[src/rtl/cnn_sweep_ctrl.sv]
// Sweep sequencer for the single-cell CNN datapath: gathers 3x3 Y/U windows and writes results to the opposite Y bank.
// Define EDGE_CLAMP_EN to replicate edge cells at the grid boundary instead of zero-filling.
module cnn_sweep_ctrl #(
  parameter int GRID_W = 8,
  parameter int GRID_H = 8,
  parameter int ADDR_W = 6
) (
  input  logic              clk,
  input  logic              rst,
  input  logic              start,
  input  logic [7:0]        iter_count,
  output logic              busy,
  output logic              done,
  output logic              rd_en,
  output logic [ADDR_W-1:0] rd_addr,
  output logic              rd_bank,
  input  logic [8:0]        rd_y,
  input  logic [7:0]        rd_u,
  output logic [80:0]       win_y,
  output logic [71:0]       win_u,
  input  logic [8:0]        dp_out,
  output logic              wr_en,
  output logic [ADDR_W-1:0] wr_addr,
  output logic              wr_bank,
  output logic [8:0]        wr_data,
  output logic              result_bank
);

`ifdef EDGE_CLAMP_EN
  localparam bit CLAMP = 1'b1;
`else
  localparam bit CLAMP = 1'b0;
`endif

  localparam logic [ADDR_W-1:0] W_A      = ADDR_W'(GRID_W);
  localparam logic [ADDR_W-1:0] LAST_ROW = ADDR_W'(GRID_H - 1);
  localparam logic [ADDR_W-1:0] LAST_COL = ADDR_W'(GRID_W - 1);

  typedef enum logic [2:0] {IDLE, FETCH, WAIT, EVAL, WRITE, FIN} state_t;

  state_t            state, next_state;
  logic [ADDR_W-1:0] row, col;
  logic [3:0]        k;
  logic [7:0]        iter, iter_max;
  logic              bank, result_q;
  logic [8:0][8:0]   wy;
  logic [8:0][7:0]   wu;
  logic [8:0]        wr_q;
  logic              cap_vld, cap_in;
  logic [3:0]        cap_slot;

  logic [1:0]        dy, dx;
  logic [ADDR_W-1:0] nrow, ncol, nb_addr, centre_addr;
  logic              in_grid, last_cell;

  // Neighbour coordinates for slot k; out-of-grid slots either zero-fill or clamp.
  always_comb begin
    // NOTE: every variable gets a default first so no path leaves it unassigned and infers a latch.
    dy      = 2'd1;
    dx      = 2'd1;
    nrow    = row;
    ncol    = col;
    in_grid = 1'b1;
    case (k)
      4'd0:    {dy, dx} = 4'b00_00;
      4'd1:    {dy, dx} = 4'b00_01;
      4'd2:    {dy, dx} = 4'b00_10;
      4'd3:    {dy, dx} = 4'b01_00;
      4'd5:    {dy, dx} = 4'b01_10;
      4'd6:    {dy, dx} = 4'b10_00;
      4'd7:    {dy, dx} = 4'b10_01;
      4'd8:    {dy, dx} = 4'b10_10;
      default: {dy, dx} = 4'b01_01;
    endcase
    if (dy == 2'd0) begin
      if (row != '0) nrow = row - 1'b1;
      else if (!CLAMP) in_grid = 1'b0;
    end else if (dy == 2'd2) begin
      if (row != LAST_ROW) nrow = row + 1'b1;
      else if (!CLAMP) in_grid = 1'b0;
    end
    if (dx == 2'd0) begin
      if (col != '0) ncol = col - 1'b1;
      else if (!CLAMP) in_grid = 1'b0;
    end else if (dx == 2'd2) begin
      if (col != LAST_COL) ncol = col + 1'b1;
      else if (!CLAMP) in_grid = 1'b0;
    end
  end

  assign nb_addr     = nrow * W_A + ncol;
  assign centre_addr = row * W_A + col;
  assign last_cell   = (row == LAST_ROW) && (col == LAST_COL);

  always_ff @(posedge clk or posedge rst) begin
    if (rst) state <= IDLE;
    else     state <= next_state;
  end

  always_comb begin
    next_state = state;
    case (state)
      IDLE:    if (start) next_state = (iter_count == 8'd0) ? FIN : FETCH;
      FETCH:   if (k == 4'd8) next_state = WAIT;
      WAIT:    next_state = EVAL;
      EVAL:    next_state = WRITE;
      WRITE:   if (last_cell && (iter + 8'd1 == iter_max)) next_state = FIN;
               else next_state = FETCH;
      FIN:     next_state = IDLE;
      default: next_state = IDLE;
    endcase
  end

  // Counters, window capture and result register.
  always_ff @(posedge clk or posedge rst) begin
    // NOTE: the window is a small register file, so clearing it on reset is cheap and keeps win_y/win_u defined.
    if (rst) begin
      row      <= '0;
      col      <= '0;
      k        <= '0;
      iter     <= '0;
      iter_max <= '0;
      bank     <= 1'b0;
      result_q <= 1'b0;
      wy       <= '0;
      wu       <= '0;
      wr_q     <= '0;
      cap_vld  <= 1'b0;
      cap_in   <= 1'b0;
      cap_slot <= '0;
    end else begin
      // NOTE: non-blocking assignments so every register samples pre-edge values regardless of statement order.
      cap_vld  <= (state == FETCH);
      cap_slot <= k;
      cap_in   <= in_grid;
      if (cap_vld) begin
        wy[cap_slot] <= cap_in ? rd_y : 9'd0;
        wu[cap_slot] <= cap_in ? rd_u : 8'd0;
      end
      case (state)
        IDLE: if (start) begin
          iter_max <= iter_count;
          row      <= '0;
          col      <= '0;
          k        <= '0;
          iter     <= '0;
        end
        FETCH: k <= (k == 4'd8) ? 4'd0 : k + 4'd1;
        EVAL:  wr_q <= dp_out;
        WRITE: begin
          if (last_cell) begin
            row  <= '0;
            col  <= '0;
            iter <= iter + 8'd1;
            bank <= ~bank;
          end else if (col == LAST_COL) begin
            col <= '0;
            row <= row + 1'b1;
          end else begin
            col <= col + 1'b1;
          end
        end
        FIN:     result_q <= bank;
        default: ;
      endcase
    end
  end

  always_comb begin
    busy        = 1'b0;
    done        = 1'b0;
    rd_en       = 1'b0;
    rd_addr     = '0;
    wr_en       = 1'b0;
    wr_addr     = '0;
    result_bank = result_q;
    case (state)
      FETCH: begin
        busy    = 1'b1;
        rd_en   = in_grid;
        rd_addr = in_grid ? nb_addr : '0;
      end
      WAIT, EVAL: busy = 1'b1;
      WRITE: begin
        busy    = 1'b1;
        wr_en   = 1'b1;
        wr_addr = centre_addr;
      end
      FIN: begin
        done        = 1'b1;
        result_bank = bank;
      end
      default: ;
    endcase
  end

  assign rd_bank = bank;
  assign wr_bank = ~bank;
  assign wr_data = wr_q;
  assign win_y   = wy;
  assign win_u   = wu;

endmodule

[config.mk]
export PLATFORM = sky130hd
export DESIGN_NAME = cnn_sweep_ctrl
export DESIGN_NICKNAME = d
export VERILOG_FILES = /design/src/rtl/cnn_sweep_ctrl.sv
export SDC_FILE = /design/constraint.sdc
export NUM_CORES = 1
export LEC_CHECK = 0
export CAP_MARGIN = 20
export CELL_PAD_IN_SITES_DETAIL_PLACEMENT = 0
export CELL_PAD_IN_SITES_GLOBAL_PLACEMENT = 1
export CORE_UTILIZATION = 40
export DETAILED_ROUTE_END_ITERATION = 8
export PLACE_DENSITY = 0.87
export RECOVER_POWER = 50
export SETUP_SLACK_MARGIN = 0.02
export SYNTH_ARGS = -nofsm -noshare
export SYNTH_HDL_FRONTEND = slang
export SYNTH_SLANG_ARGS = --single-unit
[constraint.sdc]
create_clock -name clk -period 10.9 [get_ports clk]
set_clock_uncertainty 0.2 [all_clocks]
set_input_delay 1.09 -clock clk [delete_from_list [all_inputs] [get_ports clk]]
set_output_delay 1.09 -clock clk [all_outputs]
set_load 0.05 [all_outputs]
==> impl_metrics.env <==
export IMPL_synthCells=869
export IMPL_initial_core_util=0.4091
export IMPL_synth_edf_count=0
export IMPL_maxCapViolations=1
export IMPL_dr_pass1_iters=5
export IMPL_syn_num_nets=922
export IMPL_whs_path_depth=2
export IMPL_track_usage=0.2111
export IMPL_outcome="complete, but fails checks"
export IMPL_syn_area_per_cell_sq_um=9.897
export IMPL_worstPathRequired_ps=9610
export IMPL_coreArea_sq_um=21020
export IMPL_diodes=0
export IMPL_maxSlewHeadroom=-3.113
export IMPL_sw_frac_of_total=0.2449
export IMPL_timing_hold_ws_ps=276.3
export IMPL_multi_input_area_sq_um=3223
export IMPL_post_cts_buffers=0
export IMPL_setup_viol_count_final=0
export IMPL_io_pins=218
export IMPL_htreeDepth=1
export IMPL_synth_seq_cells=205
export IMPL_ctsHoldBuffers=0
export IMPL_cp_end_kind="output port"
export IMPL_p_leak_nw=5.212
export IMPL_mostFrequentLayoutCells="nand2_1, dfrtp_1, clkdlybuf4s50_1"
export IMPL_die_h_um=148.6
export IMPL_worstPathArrival_ps=4810
export IMPL_die_x_um=148.6
export IMPL_wirelength_mm=23.03
export IMPL_dr_total_vias=6966
export IMPL_synth_top_flop_cell="dfrtp_1"
export IMPL_hold_violations=0
export IMPL_dp_hpwl_mm=15.96
export IMPL_setup_tns_ps=0
export IMPL_yosys_cell_types_count=53
export IMPL_irDropWorstVdd_v=0.00007970
export IMPL_worstMarginPinSlew_ps=6136
export IMPL_grt_max_degree=141
export IMPL_grt_pass1_wl_mm=36.83
export IMPL_reg2reg_depth=5
export IMPL_place_gp_congestion=0.9205
export IMPL_synth_seq_area_share=0.5965
export IMPL_fin_crit_ps=6104
export IMPL_drive_gt1_frac=0.05607
export IMPL_antenna_found_initial=0
export IMPL_seq_area_sq_um=5130
export IMPL_worstPathMaxFanout=11
export IMPL_vias_per_cell=5.111
export IMPL_first_iter_violations=368
export IMPL_postRouteAntennaNets=0
export IMPL_p_int_w=0.001304
export IMPL_crit_type="register to output port"
export IMPL_synthArstFlopShare=1.000
export IMPL_max_freq_mhz=163.8
export IMPL_cts_root_buf="clkbuf_16"
export IMPL_yosys_warnings=0
export IMPL_combPwrFrac=0.097
export IMPL_area_growth_pct=37.02
export IMPL_clk_pin_slew_worst_paths_ps=60
export IMPL_final_common_cell="nand2_1"
export IMPL_fill_cells=1862
export IMPL_clock_latency_ps=490
export IMPL_routedWlPerCell_um=16.89
export IMPL_drc=0
export IMPL_fin_nets=1127
export IMPL_clockPowerShare=0.441
export IMPL_cts_tree="built"
export IMPL_hold_class="register to register"
export IMPL_pwr_density_cell_nw_per_um2=146.5
export IMPL_numPortBuffers=217
export IMPL_dieArea_sq_um=22090
export IMPL_num_rows=53
export IMPL_power_switching_w=0.0004230
export IMPL_grt_setup_unrepaired="no"
export IMPL_cts_max_path_buffers=3
export IMPL_cts_buffers=22
export IMPL_seqPwrFrac=0.461
export IMPL_overflow=0
export IMPL_finalCritPeriodShare=0.5600
export IMPL_syn_cell_area_sq_um=8601
export IMPL_grt_pass1_vias=6669
export IMPL_slew_viol_final=141
export IMPL_cts_resized=0
export IMPL_numClockSinks=205
export IMPL_violations="capacitance limit, slew limit"
export IMPL_cp_start_kind="register"
-- metal layers --
layer  vias up  part of all wire  GRT usage
met2       236              0.47     0.3456
met1      3330              0.44     0.2917
met4         0             0.022    0.05412
li1       3366                 -          -
met3        34             0.070    0.03374
met5         -                 0          0
-- cells in the mapped netlist, drive strengths merged, types with 2 or more instances --
master	instances	share of area
xor2	8	0.0081
o22ai	2	0.0015
a22o	4	0.0041
a21o	3	0.0026
o41ai	2	0.0029
nor3b	2	0.0017
a211oi	4	0.0035
dfrtp	205	0.60
xnor2	14	0.014
nor2b	4	0.0029
nand2	225	0.098
ha	14	0.020
o21ai	184	0.11
fa	2	0.0047
nor3	9	0.0058
mux2	11	0.014
and3	12	0.0087
nand3	19	0.011
buf	3	0.0032
o21a	2	0.0017
a31oi	3	0.0022
o31ai	6	0.0052
or2	3	0.0022
a211o	2	0.0020
a21oi	9	0.0052
inv	14	0.0064
nand2b	2	0.0015
clkbuf	44	0.019
and3b	4	0.0041
or3	4	0.0035
a221oi	3	0.0031
nor2	22	0.0096
nor4	2	0.0015
nand3b	9	0.0079
-- layout make-up --
cell class | count | share of cell area
Clock buffer | 31 | 0.05563
Sequential cell | 205 | 0.4353
Timing Repair Buffer | 228 | 0.1938
Multi-Input combinational cell | 603 | 0.2735
Tap cell | 275 | 0.02920
Inverter | 14 | 0.004778
Clock inverter | 7 | 0.007856
-- stage by stage --
stage	cell area, sq um	power (W)	setup slack, ps	util	std cells
3_3_place_gp	11000	0.0009794	5467	0.5232	1322
3_5_place_dp	11030	0.0009817	5334	0.5245	1323
5_1_grt	11790	0.001791	3874	0.5606	1363
2_1_floorplan	8601	0.0009122	4014	-	869
6_report	11790	0.001727	4796	0.5606	1363
4_1_cts	11770	0.001748	4749	0.5601	1361
-- worst paths after layout --
kind,start,end,slack [ps]
worst max-delay path,k[1],rd_addr[5],4800
worst min-delay path,win_u[0],win_u[0],280
worst max register to register,state[1],state[2],7620
worst min register to register,win_u[0],win_u[0],280
max in group asynchronous,rst,win_y[48],4950
min in group asynchronous,rst,iter_max[2],2770
-- sequential cells by signal (all words and copies together) (netlist names), 3 cells and up --
register / flops
k: 4
cap_slot: 4
iter: 8
wr_data: 9
col: 6
state: 3
iter_max: 8
row: 6
win_y: 81
win_u: 72
-- kinds of logic (layout without fill, tap and decap cells) --
family                   count (synthesis)  count (layout)  synth area share
AO/OA/AOI/OAI                          231             231            0.1484
XOR/XNOR                                22              22           0.02240
adder cells (fa/ha/maj)                 16              16           0.02502
buffers and inverters                   61             280           0.02880
flip-flops                             205             205            0.5965
multiplexers                            12              12           0.01557
AND/OR/NAND/NOR                        322             322            0.1634
-- critical path: stages (launching register included) --
cell and delay, ps:
dfrtp_1 460, inv_1 120, ha_1 210, or3_1 360, a21oi_1 620, nand2_1 170, o32ai_1 310, xor2_1 190
nand2_1 90, fa_1 410, o21a_1 120, or3_1 300, a21oi_1 150, clkdlybuf4s50_1 820
-- power groups by stage --
stage	combinational, W	sequential [W]	clock, W
floorplan	0.0000283	0.000884	0
global route	0.000179	0.000799	0.000813
finish	0.000168	0.000797	0.000762
CTS	0.000172	0.000796	0.000779
detailed placement	0.000172	0.000810	0
global placement	0.000170	0.000809	0
No activity file was read; power rests on OpenSTA's default activity.
